`config.mk`:
```
export PLATFORM = sky130hd
export DESIGN_NAME = ram_arbiter
export DESIGN_NICKNAME = d
export VERILOG_FILES = /design/src/rtl/ram_arbiter.sv
export SDC_FILE = /design/constraint.sdc
export NUM_CORES = 1
export LEC_CHECK = 0
export CORE_AREA = 2 2 57 69
export DETAILED_ROUTE_END_ITERATION = 8
export DIE_AREA = 0 0 59 71
export PLACE_DENSITY = 0.91
export SLEW_MARGIN = 10
export SYNTH_ARGS = -nofsm -noshare
export SYNTH_HDL_FRONTEND = slang
export SYNTH_SLANG_ARGS = --single-unit
```
`constraint.sdc`:
```
create_clock -name clk_2 -period 3.1 [get_ports clk_2]
set_input_delay 0.62 -clock clk_2 [delete_from_list [all_inputs] [get_ports clk_2]]
set_output_delay 0.62 -clock clk_2 [all_outputs]
set_load 0.02 [all_outputs]
```
`src/rtl/ram_arbiter.sv`:
```
// rtl/ram_arbiter.sv - two-requester arbiter around a single-port RAM; ARB_ROUND_ROBIN_EN selects round-robin tie-break
module ram_arbiter #(
  parameter int ADDR_WIDTH = 2,
  parameter int DATA_WIDTH = 4
) (
  input  logic                  clk_2,
  input  logic                  reset,
  input  logic                  req0,
  input  logic                  req1,
  input  logic                  wr0,
  input  logic                  wr1,
  input  logic [ADDR_WIDTH-1:0] addr0,
  input  logic [ADDR_WIDTH-1:0] addr1,
  input  logic [DATA_WIDTH-1:0] wdata0,
  input  logic [DATA_WIDTH-1:0] wdata1,
  output logic                  gnt0,
  output logic                  gnt1,
  output logic                  done,
  output logic                  rvalid,
  output logic [DATA_WIDTH-1:0] rdata,
  output logic                  owner,
  output logic                  busy,
  output logic [7:0]            op_count
);

  localparam int DEPTH = 2 ** ADDR_WIDTH;

  typedef enum logic [1:0] {IDLE, ACC, DONE} state_t;

  state_t                state;
  logic [DATA_WIDTH-1:0] mem [0:DEPTH-1];
  logic                  lat_wr;
  logic [ADDR_WIDTH-1:0] lat_addr;
  logic [DATA_WIDTH-1:0] lat_wdata;
  logic                  pick1;

  // Winner selection: 1 means requester 1 is served; a lone requester always wins
  always_comb begin
    pick1 = 1'b0;
`ifdef ARB_ROUND_ROBIN_EN
    // on a tie, serve whoever was not served last
    pick1 = req1 && (!req0 || !owner);
`else
    // requester 0 has fixed priority on a tie
    pick1 = req1 && !req0;
`endif
  end

  assign busy = (state != IDLE);

  // Access FSM, RAM and all registered outputs; reset aborts any access and clears the RAM
  always_ff @(posedge clk_2 or posedge reset) begin
    if (reset) begin
      state     <= IDLE;
      gnt0      <= 1'b0;
      gnt1      <= 1'b0;
      done      <= 1'b0;
      rvalid    <= 1'b0;
      rdata     <= '0;
      owner     <= 1'b1;
      op_count  <= 8'd0;
      lat_wr    <= 1'b0;
      lat_addr  <= '0;
      lat_wdata <= '0;
      for (int i = 0; i < DEPTH; i++) begin
        mem[i] <= '0;
      end
    end else begin
      case (state)
        IDLE: begin
          if (req0 || req1) begin
            state     <= ACC;
            owner     <= pick1;
            gnt0      <= !pick1;
            gnt1      <= pick1;
            lat_wr    <= pick1 ? wr1 : wr0;
            lat_addr  <= pick1 ? addr1 : addr0;
            lat_wdata <= pick1 ? wdata1 : wdata0;
          end
        end
        ACC: begin
          state  <= DONE;
          gnt0   <= 1'b0;
          gnt1   <= 1'b0;
          done   <= 1'b1;
          rvalid <= !lat_wr;
          if (lat_wr) begin
            mem[lat_addr] <= lat_wdata;
          end else begin
            rdata <= mem[lat_addr];
          end
        end
        DONE: begin
          state    <= IDLE;
          done     <= 1'b0;
          rvalid   <= 1'b0;
          op_count <= op_count + 8'd1;
        end
        default: begin
          state <= IDLE;
        end
      endcase
    end
  end

endmodule

```
==> flow_summary.yaml <==
yosys:
  mappedNetlistNets: 164
  synth_compound_area_frac: 0.0682
  synth_top_family_by_area: "multiplexers"
  synth_area_sq_um: 1870
  synth_area_leaders: "dfrtp_1 (55%), mux2_2 (14%), mux4_2 (4.8%)"
  synth.area.mux_share: 0.198
  netlist_instances: 140
  synth-seq-area-share: 0.562
  synth-adder-area-share: 0.0401
  ys_ff_latch: 42
  synth_top_area_frac: 0.548
  synth_top_area_cell: "dfrtp_1"
  ys_warn_count: 0
  synth_xor_area_frac: 0.0328
  yosys.cell_types.count: 28
  synthSimpleGateAreaFrac: 0.0702
  avgSynthCellArea_sq_um: 13.4
route:
  antenna_left: 0
  first_pass_iters: 4
  wl_per_cell_um: 16.4
  routed_wirelength_mm: 3.57
  post_drt_via_cell_ratio: 5.74
  drtIter0Drc: 34
  vias: 1251
  drcViolationCount: 0
sta:
  relSlewSlack: 0.608
  setup_violations: 0
  tightest_slew_ns: 0.587
  timing.final.crit_share: 0.826
  finalClockSkew_ns: 0.00468
  max_freq_ghz: 0.391
  rsz0062_at_grt: "false"
  final_hold_viol_count: 0
  final_max_slew_viol_count: 0
  setup_slack_ns: 0.540
  layout_min_cycle_time_ns: 2.56
  tns_ns: 0
  hold_slack_ns: 0.467
place:
  preCtsSetupSlack_ns: 0.855
  gp_congestion: 0.805
  dp.cells: 210
  dp_hpwl_mm: 2.68
  portBuffers: 35
setup_path:
  path_buf_inv: 3
  startpoint_type: "flop"
  slowest_stage: "clkdlybuf4s50_1"
  critPathKind: "flop to output pin"
  r2r.worst_path.cells: 5
  crit_family: "buffers and inverters"
  regToRegSetupSlack_ns: 1.27
  cp_cell_sequence: "inv_1, ha_1, clkinv_1, clkdlybuf4s50_1"
  crit_path_end_kind: "output pin"
  cp_data_required_time_ns: 2.48
  crit_fanout: 9
  path_depth: 4
  crit_arrival_ns: 1.94
  cp_slowest_stage_delay_ns: 0.60
die:
  start_util: 0.528
  ios: 36
  row_count: 24
  die_width_um: 59
  coreArea_sq_um: 3540
  die_h_um: 71
  die-area_sq_um: 4190
clock_tree:
  cts_sinks: 42
  cts-root-buf: "clkbuf_8"
  tritoncts: "built"
  ctsResizeCount: 0
  cts_setup_buffers: 0
  htreeDepth: 2
  cts_buffers: 5
  hold_buffers: 0
  clockBufferDepth: 2
  clk_pin_slew_ns: 0.07
  clock_latency_ns: 0.29
pwr:
  seqPwrFrac: 0.448
  power.density_nw_per_um2: 954
  p_leak_nw: 1.04
  switching_share: 0.353
  peakVddDrop_v: 0.000534
  power.total_w: 0.00222
  p_int_w: 0.00143
  comb_power_share: 0.404
  pwr-share-clk: 0.148
  switchingPower_w: 0.000782
run:
  drv_cap: 0
final_layout:
  drive_above_1_share: 0.201
  layout.nets: 202
  instances_no_fill: 218
  syn_to_final_growth_pct: 24.1
  antenna_cells: 0
worst_hold_path:
  hold_depth: 1
  hp-class: "flop to flop"
global_routing:
  grt_max_degree: 43
  grt_pass1_vias: 1312
  antenna_found_initial: 0
  grt-ovfl-total: 0
  grtUsageTotal: 0.195
  grt_pass1_wl_mm: 6.16
run_status:
  status: "complete, no violations"
==> cell usage after synthesis <==
master    number
a21oi_1        2
a22o_1         2
a22oi_1        7
buf_2          1
buf_6          2
clkbuf_1       2
clkinv_1       1
dfrtp_1       41
dfstp_2        1
ha_1           6
inv_1          4
mux2_2        24
mux2i_1        1
mux4_2         4
nand2_1       12
nand2b_1       1
nand4_1        3
nand4b_1       2
nor2_1         4
nor2b_1        1
nor3_1         1
nor3_2         1
nor3b_1        1
o21ai_0        7
o21ai_1        1
o21bai_1       1
xnor2_1        3
xor2_1         4
==> cells in the final DEF, fill, tap and decap left out, drive strengths merged <==
cell type,synthesis,routed
a21oi,2,2
a22o,2,2
a22oi,7,7
buf,3,1
clkbuf,2,8
clkdlybuf4s50,0,35
clkinv,1,1
dfrtp,41,41
dfstp,1,1
ha,6,6
inv,4,4
mux2,24,24
mux2i,1,1
mux4,4,4
nand2,12,12
nand2b,1,1
nand4,3,3
nand4b,2,2
nor2,4,4
nor2b,1,1
nor3,2,2
nor3b,1,1
o21ai,8,8
o21bai,1,1
xnor2,3,3
xor2,4,4
==> power groups by stage <==
stage | clock (W) | sequential (W) | combinational [W]
after floorplan | 0 | 0.00101 | 0.000551
after global routing | 0.000367 | 0.00103 | 0.000974
after global placement | 0 | 0.000972 | 0.000860
final | 0.000327 | 0.000994 | 0.000895
after CTS | 0.000335 | 0.000993 | 0.000904
after detailed placement | 0 | 0.000999 | 0.000898
==> through the flow <==
| stage | cell area [sq um] | utilization |
|---|---|---|
| 6_report | 2320 | 0.656 |
| 5_1_grt | 2320 | 0.656 |
| 4_1_cts | 2320 | 0.656 |
| 3_5_place_dp | 2240 | 0.633 |
| 3_3_place_gp | 2240 | 0.633 |
| 2_1_floorplan | 1870 | - |
==> path summary, 6_finish.rpt <==
check,startpoint,end
setup / recovery,state[0]$_DFFE_PP0P_,busy
hold / removal,op_count[7]$_DFFE_PP0P_,op_count[7]$_DFFE_PP0P_
setup reg to reg,state[1]$_DFFE_PP0P_,mem[15]$_DFFE_PP0P_
hold reg to reg,op_count[7]$_DFFE_PP0P_,op_count[7]$_DFFE_PP0P_
max in group asynchronous,reset,owner$_DFFE_PP1P_
min in group asynchronous,reset,op_count[7]$_DFFE_PP0P_
==> cell families (layout without fill, tap and decap cells) <==
family / after synthesis / after routing
flip-flops: 42 / 42
multiplexers: 29 / 29
AND/OR/NAND/NOR: 26 / 26
AO/OA/AOI/OAI: 20 / 20
buffers and inverters: 10 / 49
XOR/XNOR: 7 / 7
adder cells (fa/ha/maj): 6 / 6
==> layout make-up <==
| class | instances | area [sq um] |
|---|---|---|
| Multi-Input combinational cell | 88 | 766 |
| Sequential cell | 42 | 1050 |
| Fill cell | 250 | 1220 |
| Tap cell | 39 | 48.8 |
| Inverter | 5 | 18.8 |
| Timing Repair Buffer | 36 | 358 |
| Clock buffer | 8 | 80.1 |
==> registers in the layout, indices dropped and copies added, names as in the netlist <==
| signal | flops |
|---|---|
| done | 1 |
| gnt0 | 1 |
| gnt1 | 1 |
| lat_addr | 2 |
| lat_wdata | 4 |
| lat_wr | 1 |
| mem | 16 |
| op_count | 8 |
| owner | 1 |
| rdata | 4 |
| rvalid | 1 |
| state | 2 |
==> routing by layer <==
layer  routed length [um]  global-route usage  vias to the layer above
met3                  162              0.0567                        6
met4                   38              0.0556                        0
met2                 1940               0.323                       34
met1                 1430               0.245                      633
li1                     -                   -                      578
met5                    0                   0                        -
==> worst reg2reg max path: cells and delay by family, from the launching register on <==
kind                       cells  cell delay [ns]
and+or+nand+nor                2             0.45
DFF                            1             0.40
muxes                          1             0.39
adders and majority gates      1             0.34
buffers and inverters          1             0.13
(Power assumes the default switching activity.)
